**config.mk**
```make
export PLATFORM = sky130hd
export DESIGN_NAME = cache_switch_sequencer_flat
export DESIGN_NICKNAME = d
export VERILOG_FILES = /design/src/rtl/cache_switch_sequencer_if.sv /design/src/rtl/cache_switch_sequencer.sv /design/src/flat_wrapper.sv
export SDC_FILE = /design/constraint.sdc
export NUM_CORES = 1
export LEC_CHECK = 0
export ABC_AREA = 1
export BUFFER_PORTS_ARGS = -buffer_cell sky130_fd_sc_hd__buf_2
export CELL_PAD_IN_SITES_DETAIL_PLACEMENT = 1
export CELL_PAD_IN_SITES_GLOBAL_PLACEMENT = 1
export CORE_MARGIN = 5
export CORE_UTILIZATION = 33
export CTS_CLUSTER_SIZE = 8
export DETAILED_ROUTE_END_ITERATION = 8
export PLACE_DENSITY_LB_ADDON = 0.1
export SYNTH_ARGS = -nofsm -noshare
export SYNTH_HDL_FRONTEND = slang
export SYNTH_SLANG_ARGS = --single-unit
```
**constraint.sdc**
```tcl
create_clock -name clk -period 2.5 [get_ports clk]
set_clock_uncertainty 0.2 [all_clocks]
set_input_delay 0.375 -clock clk [delete_from_list [all_inputs] [get_ports clk]]
set_output_delay 0.375 -clock clk [all_outputs]
set_load 0.02 [all_outputs]
```
**src/rtl/cache_switch_sequencer_if.sv**
```systemverilog
// ---------------------------------------------------------------------------
// cache_switch_sequencer_if
//
// Bundles the signals exchanged between the pipeline/cache environment and
// the cache bank-switch sequencer.
//
// Parameters
//   LINES   lines per cache bank (power of two, 2..64)
//   BANK_W  bank-select width
//
// Signals
//   switch_req   env -> seq  switch-cache instruction valid in decode
//   bank_id_in   env -> seq  requested bank (low bits of data_1)
//   mem_busy     env -> seq  data memory has an outstanding access
//   dirty_mask   env -> seq  per-line dirty bits of the active bank
//   wb_ack       env -> seq  writeback of line wb_index complete (pulse)
//   stall        seq -> env  freeze PC and IF/ID
//   wb_req       seq -> env  writeback request for line wb_index
//   wb_index     seq -> env  line being scanned / written back
//   active_bank  seq -> env  bank select driven to the cache
//   switch_done  seq -> env  switch instruction retires (pulse)
//   busy         seq -> env  sequencer is not idle
//   fsm_state    seq -> env  raw FSM state, for debug visibility
//   switch_count seq -> env  completed switches (CACHE_SWITCH_PERF_CNT_EN)
//   wb_count     seq -> env  accepted writebacks (CACHE_SWITCH_PERF_CNT_EN)
//
// Modports
//   master  the pipeline/cache environment
//   slave   the sequencer
//
// Optional feature macro: CACHE_SWITCH_PERF_CNT_EN adds the two counters.
// ---------------------------------------------------------------------------
interface cache_switch_sequencer_if #(
    parameter int LINES  = 8,
    parameter int BANK_W = 2
);
    localparam int IDX_W = $clog2(LINES);

    logic              switch_req;
    logic [BANK_W-1:0] bank_id_in;
    logic              mem_busy;
    logic [LINES-1:0]  dirty_mask;
    logic              wb_ack;
    logic              stall;
    logic              wb_req;
    logic [IDX_W-1:0]  wb_index;
    logic [BANK_W-1:0] active_bank;
    logic              switch_done;
    logic              busy;
    logic [2:0]        fsm_state;
`ifdef CACHE_SWITCH_PERF_CNT_EN
    logic [15:0]       switch_count;
    logic [15:0]       wb_count;
`endif

    modport master (
        output switch_req,
        output bank_id_in,
        output mem_busy,
        output dirty_mask,
        output wb_ack,
        input  stall,
        input  wb_req,
        input  wb_index,
        input  active_bank,
        input  switch_done,
        input  busy,
`ifdef CACHE_SWITCH_PERF_CNT_EN
        input  switch_count,
        input  wb_count,
`endif
        input  fsm_state
    );

    modport slave (
        input  switch_req,
        input  bank_id_in,
        input  mem_busy,
        input  dirty_mask,
        input  wb_ack,
        output stall,
        output wb_req,
        output wb_index,
        output active_bank,
        output switch_done,
        output busy,
`ifdef CACHE_SWITCH_PERF_CNT_EN
        output switch_count,
        output wb_count,
`endif
        output fsm_state
    );

endinterface

```
**src/rtl/cache_switch_sequencer.sv**
```systemverilog
// ---------------------------------------------------------------------------
// cache_switch_sequencer
//
// Sequences a switch-cache instruction: stalls the front end, waits for the
// data memory to go quiet, walks every line of the active bank writing back
// the dirty ones, then flips the bank select and retires the instruction.
// A request for the bank that is already active skips straight to the
// switch step.
//
// Ports
//   clk    single clock, all state updates on the rising edge
//   reset  asynchronous, active-low reset
//   bus    cache_switch_sequencer_if.slave (see the interface header)
//
// Parameters
//   LINES   lines per bank to scan (power of two, 2..64)
//   BANK_W  bank-select width
//
// Optional feature macro: CACHE_SWITCH_PERF_CNT_EN adds saturating 16-bit
// switch_count / wb_count outputs on the interface.
//
// Writeback handshake: wb_req acts as valid and wb_ack as a one-cycle ready.
// wb_req rises with wb_index stable and stays high until the cycle wb_ack is
// seen; the line is complete on the rising edge where wb_req and wb_ack are
// both high. wb_ack with wb_req low is ignored. wb_req falling without an
// accompanying wb_ack (only possible through reset) means the writeback was
// cancelled.
// ---------------------------------------------------------------------------
module cache_switch_sequencer #(
    parameter int LINES  = 8,
    parameter int BANK_W = 2
) (
    input  logic                    clk,
    input  logic                    reset,
    cache_switch_sequencer_if.slave bus
);

    localparam int IDX_W = $clog2(LINES);
    localparam logic [IDX_W-1:0] LAST_IDX = IDX_W'(LINES - 1);

    localparam logic [2:0] S_IDLE   = 3'd0;
    localparam logic [2:0] S_DRAIN  = 3'd1;
    localparam logic [2:0] S_SCAN   = 3'd2;
    localparam logic [2:0] S_WB     = 3'd3;
    localparam logic [2:0] S_SWITCH = 3'd4;

    logic [2:0]        state_q;
    logic [2:0]        state_d;
    logic [BANK_W-1:0] target_q;
    logic [BANK_W-1:0] target_d;
    logic [BANK_W-1:0] bank_q;
    logic [BANK_W-1:0] bank_d;
    logic [IDX_W-1:0]  idx_q;
    logic [IDX_W-1:0]  idx_d;
    logic              wb_req_q;
    logic              last_line;
    logic              line_dirty;

    assign last_line  = (idx_q == LAST_IDX);
    // Sampled live: a line dirtied after its scan cycle is left alone.
    assign line_dirty = bus.dirty_mask[idx_q];

    // -----------------------------------------------------------------------
    // Next-state logic
    // -----------------------------------------------------------------------
    always_comb begin
        state_d  = state_q;
        target_d = target_q;
        bank_d   = bank_q;
        idx_d    = idx_q;

        case (state_q)
            S_IDLE: begin
                if (bus.switch_req) begin
                    // Target always equals the active bank in the same-bank
                    // case, so latching it unconditionally is harmless.
                    target_d = bus.bank_id_in;
                    if (bus.bank_id_in != bank_q) begin
                        idx_d   = '0;
                        state_d = S_DRAIN;
                    end else begin
                        state_d = S_SWITCH;
                    end
                end
            end

            S_DRAIN: begin
                if (!bus.mem_busy) begin
                    state_d = S_SCAN;
                end
            end

            S_SCAN: begin
                if (line_dirty) begin
                    state_d = S_WB;
                end else if (last_line) begin
                    state_d = S_SWITCH;
                end else begin
                    idx_d = idx_q + IDX_W'(1);
                end
            end

            S_WB: begin
                if (bus.wb_ack) begin
                    if (last_line) begin
                        state_d = S_SWITCH;
                    end else begin
                        idx_d   = idx_q + IDX_W'(1);
                        state_d = S_SCAN;
                    end
                end
            end

            S_SWITCH: begin
                bank_d  = target_q;
                state_d = S_IDLE;
            end

            default: begin
                state_d = S_IDLE;
            end
        endcase
    end

    // -----------------------------------------------------------------------
    // State registers
    // -----------------------------------------------------------------------
    always_ff @(posedge clk or negedge reset) begin
        if (!reset) begin
            state_q  <= S_IDLE;
            target_q <= '0;
            bank_q   <= '0;
            idx_q    <= '0;
            wb_req_q <= 1'b0;
        end else begin
            state_q  <= state_d;
            target_q <= target_d;
            bank_q   <= bank_d;
            idx_q    <= idx_d;
            // Registered so wb_req is high for exactly the cycles spent in WB.
            wb_req_q <= (state_d == S_WB);
        end
    end

    // -----------------------------------------------------------------------
    // Outputs
    // -----------------------------------------------------------------------
    // The request must stall in its own cycle, before the FSM has moved.
    assign bus.stall       = (state_q != S_IDLE) || bus.switch_req;
    assign bus.busy        = (state_q != S_IDLE);
    assign bus.switch_done = (state_q == S_SWITCH);
    assign bus.wb_req      = wb_req_q;
    assign bus.wb_index    = idx_q;
    assign bus.active_bank = bank_q;
    assign bus.fsm_state   = state_q;

`ifdef CACHE_SWITCH_PERF_CNT_EN
    // -----------------------------------------------------------------------
    // Saturating performance counters
    // -----------------------------------------------------------------------
    logic [15:0] switch_cnt_q;
    logic [15:0] wb_cnt_q;
    logic        wb_accept;

    assign wb_accept = (state_q == S_WB) && bus.wb_ack;

    always_ff @(posedge clk or negedge reset) begin
        if (!reset) begin
            switch_cnt_q <= '0;
            wb_cnt_q     <= '0;
        end else begin
            if ((state_q == S_SWITCH) && (switch_cnt_q != 16'hFFFF)) begin
                switch_cnt_q <= switch_cnt_q + 16'd1;
            end
            if (wb_accept && (wb_cnt_q != 16'hFFFF)) begin
                wb_cnt_q <= wb_cnt_q + 16'd1;
            end
        end
    end

    assign bus.switch_count = switch_cnt_q;
    assign bus.wb_count     = wb_cnt_q;
`endif

endmodule

```
**src/flat_wrapper.sv**
```systemverilog
// flat-port wrapper written by rule: the top's interface ports become plain ports
module cache_switch_sequencer_flat 
#(
    parameter int LINES  = 8,
    parameter int BANK_W = 2
)
  (clk, reset, bus_switch_req, bus_bank_id_in, bus_mem_busy, bus_dirty_mask, bus_wb_ack, bus_stall, bus_wb_req, bus_wb_index, bus_active_bank, bus_switch_done, bus_busy, bus_fsm_state);
  cache_switch_sequencer_if #(.LINES(LINES), .BANK_W(BANK_W)) bus_i ();
  input  logic clk;
  input  logic reset;
  input wire logic [$bits(bus_i.switch_req)-1:0] bus_switch_req;
  input wire logic [$bits(bus_i.bank_id_in)-1:0] bus_bank_id_in;
  input wire logic [$bits(bus_i.mem_busy)-1:0] bus_mem_busy;
  input wire logic [$bits(bus_i.dirty_mask)-1:0] bus_dirty_mask;
  input wire logic [$bits(bus_i.wb_ack)-1:0] bus_wb_ack;
  output wire logic [$bits(bus_i.stall)-1:0] bus_stall;
  output wire logic [$bits(bus_i.wb_req)-1:0] bus_wb_req;
  output wire logic [$bits(bus_i.wb_index)-1:0] bus_wb_index;
  output wire logic [$bits(bus_i.active_bank)-1:0] bus_active_bank;
  output wire logic [$bits(bus_i.switch_done)-1:0] bus_switch_done;
  output wire logic [$bits(bus_i.busy)-1:0] bus_busy;
  output wire logic [$bits(bus_i.fsm_state)-1:0] bus_fsm_state;
  assign bus_i.switch_req = bus_switch_req;
  assign bus_i.bank_id_in = bus_bank_id_in;
  assign bus_i.mem_busy = bus_mem_busy;
  assign bus_i.dirty_mask = bus_dirty_mask;
  assign bus_i.wb_ack = bus_wb_ack;
  assign bus_stall = bus_i.stall;
  assign bus_wb_req = bus_i.wb_req;
  assign bus_wb_index = bus_i.wb_index;
  assign bus_active_bank = bus_i.active_bank;
  assign bus_switch_done = bus_i.switch_done;
  assign bus_busy = bus_i.busy;
  assign bus_fsm_state = bus_i.fsm_state;
  cache_switch_sequencer #(.LINES(LINES), .BANK_W(BANK_W)) u_core (.clk(clk), .reset(reset), .bus(bus_i));
endmodule
```
After elaboration in Yosys (flattened, before gate mapping)
Cells that the tools add are included.

operators by class
  equality and inequality tests = 11
  order comparisons = 1
  add/subtract/negate cells = 1
  reductions and logical operators = 6
  muxes and demuxes = 16

operators by type and width
  kind                                                         count
  2-to-1 mux 3 bit                                             12
  case mux 3 bit (4 select lines)                              1
  == test 3 x 2 -> 1 bit (second input constant)               3
  case mux 3 bit (3 select lines)                              1
  == test 3 bit (second input constant)                        2
  != test 2 bit (second input constant)                        3
  nonzero test 3 bit                                           2
  AND reduction 5 bit                                          1
  less-than comparator 3 x 4 -> 1 bit (second input constant)  1
  adder 3 x 1 -> 3 bit (second input constant)                 1
  binary-select mux 1 bit (select 3 bit)                       1
  == test 3 x 1 -> 1 bit (second input constant)               1
  logical NOT 3 bit                                            1
  != test 2 x 1 -> 1 bit (second input constant)               1
  != test 2 bit                                                1
  AND reduction 2 bit                                          1
  logical OR 1 bit                                             1
  2-to-1 mux 1 bit                                             1

word-level totals
  input bits = 15
  register bits = 11
  output and inout bits = 12

Logic depth before layout (Yosys ltp)
  depth in word-level cells = 5
  gate-level depth with buffers = 9
  gate-level depth less buffers = 9

Worst setup path after synthesis
No wires, ideal clock.

  path type = flip-flop to flip-flop
  start point = reg u_core.idx_q[0], in the netlist u_core.bus.wb_index[0]
  end point = reg u_core.idx_q[0], in the netlist u_core.bus.wb_index[0]
  slack = 606 ps
  stages on the path, launching flop included = 8
  arrival = 1,575 ps
  clock period less this slack = 1,894 ps
  path through = dfrtp_1 ha_1 ha_1 or2_1 a21oi_4 nand2_2 nand2_1 nand2_1

between the ends
  word-level cells in the longest chain between the ends = 4
  elaborated cells on any way between the ends = 10

RTL lines
  what                                                                    line                                                                                       source
  start: declaration                                                      cache_switch_sequencer.sv:53                                                               logic [IDX_W-1:0] idx_q;
  start signal: assignment                                                cache_switch_sequencer.sv:139                                                              idx_q <= idx_d;
  adder 3 x 1 -> 3 bit (tied with other cells)                            cache_switch_sequencer.sv:99, cache_switch_sequencer.sv:108
  2-to-1 mux 3 bit or 2-to-1 mux 1 bit (tied branches)                    cache_switch_sequencer.sv:96, cache_switch_sequencer.sv:105, cache_switch_sequencer.sv:61
  2-to-1 mux 3 bit (tied with other cells)                                cache_switch_sequencer.sv:104                                                              if (bus.wb_ack) begin
  case mux 3 bit (3 select lines) or AND reduction 5 bit (tied branches)  -

Several ways; a longest one is shown, not always the timed one. The select of a mux whose other input is x is not followed.
A chain may end at the register's enable or synchronous reset.

Worst setup path after layout
Same ends and word-level chain as after synthesis.

==> out/metrics.yaml <==
status: "finished clean"
seqCellArea_um2: 275
synth_warnings: 0
synth_top_area_share_pct: 35.9
ys_seq_area_share_pct: 35.9
cts_num_sinks: 11
antenna_cells: 0
multi_input_comb_area_um2: 413
path_class: "reg -> reg"
syn_area_um2: 767
drv_slew: 0
cts_tree: "done"
clk_latency_ns: 0.27
synth_async_sr_flop_share_pct: 100
syn_area_per_cell_um2: 7.17
cts_buffers: 3
rows: 17
layout.nets: 157
ios: 27
hp-start: "bus_bank_id_in[1]"
layout-drive-gt1-share_pct: 29.5
cts_max_path_buffers: 2
synth_top_area_cell: "dfrtp_1"
period_minus_slack_ns: 1.92
die_h_um: 58.2
p_per_area_nw_per_um2: 1040
cp_max_fo: 9
synthDistinctLibCells: 22
grt_max_degree: 12
fillers: 308
p_leak_nw: 0.575
fmax_mhz: 520
gr-total-overflow: 0
ys_top_cells_by_count: "nand2_1, inv_1, dfrtp_1, nand3_1, nor2_1"
hold_ws_ns: 0.237
drtAntennaViolNets: 0
drc: 0
die_area_um2: 3390
cp_data_required_time_ns: 2.46
grtUsageTotal_pct: 12.7
wl_per_cell_um: 11.6
finalCritPeriodShare_pct: 76.9
setup_viol: 0
crit-reg2reg-launch: "u_core.bus.wb_index[0]"
synth_enable_flop_cells: 0
pre_cts_ws_ns: 0.586
vdd.ir_drop.worst_uv: 454
rsz0062_at_grt: "false"
synthTopCellsByArea: "dfrtp_1, nand2_1, inv_1"
fin_tns_setup_ns: 0
firstDrtPassIters: 2
hold_class: "in -> reg"
crit_path_start: "u_core.bus.wb_index[0]"
cts_root_buf: "clkbuf_4"
routed_wl_mm: 1.93
tightest_slew_ns: 0.288
cts_setup_buffers: 0
antenna_found_initial: 0
yosysMostFrequentCell: "nand2_1"
core_um2: 2210
io_buffers: 26
slew_headroom_pct: 80.7
avgViaCountPerCell: 4.76
syn-num-nets: 124
synth-main-ff-cell: "dfrtp_1"
dp_hpwl_mm: 1.64
place.gp.congestion: 0.775
clkTransAtPathRegs_ns: 0.07
crit_path_start_kind: "register"
grt_pass1_wl_mm: 3.32
placed_cells: 162
final_cells: 167
die_w_um: 58.2
cts.htree.levels: 1
setup_slack_ns: 0.578
max_cap_violations: 0
hold_viol: 0
p_total_mw: 1.01
ys_seq_elements: 11
drtIter0Drc: 6
critical_path_arrival_ns: 1.88
syn2layout_area_growth_pct: 27.2
initial_utilization_pct: 34.7
vias: 795
first_global_vias: 815
end_kind: "register"
synthCells: 107
## cells by family (layout without fill, tap and decap cells)
group / count (synthesis) / after routing / share of synthesized area (%)
fa+ha+maj: 2 / 2 / 3.26
buf+inv: 21 / 53 / 10.3
flops: 11 / 11 / 35.9
simple gates: 65 / 65 / 42.1
compound gates: 8 / 8 / 8.48
## timing repair
action                    in CTS  in global routing
resized for setup              0                  0
hold endpoints to repair      11                  0
hold buffers                   1                  0
## per-stage QoR
stage               cell area [µm²]  util (%)
floorplan                       767         -
global placement                940      42.5
detailed placement              940      42.5
CTS                             976      44.1
global route                    976      44.1
finish                          976      44.1
## final timing paths
kind / endpoint / slack, ns / depth (start not counted)
setup / recovery: u_core.bus.wb_index[0] / 0.58 / 7
hold / removal: u_core.target_q[1] / 0.24 / 4
setup reg to reg: u_core.bus.wb_index[0] / 0.58 / 7
hold reg to reg: u_core.bus.active_bank[1] / 0.29 / 2
max in group asynchronous: u_core.bus.fsm_state[2] / 1.57 / 2
min in group asynchronous: u_core.bus.wb_index[1] / 0.32 / 2
## report_power, final
part           switching (mW)  internal [mW]  total, mW
sequential             0.0781          0.245      0.323
combinational           0.362          0.207      0.570
clock                  0.0579         0.0618      0.120
## cells in the final DEF, fill, tap and decap left out, types with 3 or more instances in the layout
cell	synthesis	layout
nand2_1	35	35
buf_2	0	26
inv_1	19	19
dfrtp_1	11	11
nand3_1	8	8
nor2_1	7	7
nand2_2	3	3
nand4_1	3	3
o21ai_0	3	3
clkbuf_4	0	3
## worst max-delay path, stage by stage, from the launching register on
cell and delay, ns:
dfrtp_1 0.48, ha_1 0.24, ha_1 0.22, or2_1 0.27
a21oi_4 0.20, nand2_2 0.09, nand2_1 0.06, nand2_1 0.05
## sequential cells by signal, summed over array words and instances (netlist names)
signal / count
u_core.bus.wb_req: 1
u_core.bus.active_bank: 2
u_core.bus.fsm_state: 3
u_core.target_q: 2
u_core.bus.wb_index: 3
## cell type report
type | instances | area share, %
Multi-Input combinational cell | 75 | 42.3
Sequential cell | 11 | 28.2
Timing Repair Buffer | 28 | 15.1
Inverter | 21 | 8.08
Tap cell | 28 | 3.59
Clock buffer | 4 | 2.69
## per-layer routing
layer | vias up | part of all wire (%) | track usage [%]
li1 | 398 | - | -
met2 | 18 | 50 | 22.3
met1 | 373 | 43 | 13.7
met3 | 6 | 5.3 | 4.01
met5 | - | 0 | 0
met4 | 0 | 2.2 | 5.96
No activity file was read; power rests on OpenSTA's default activity.
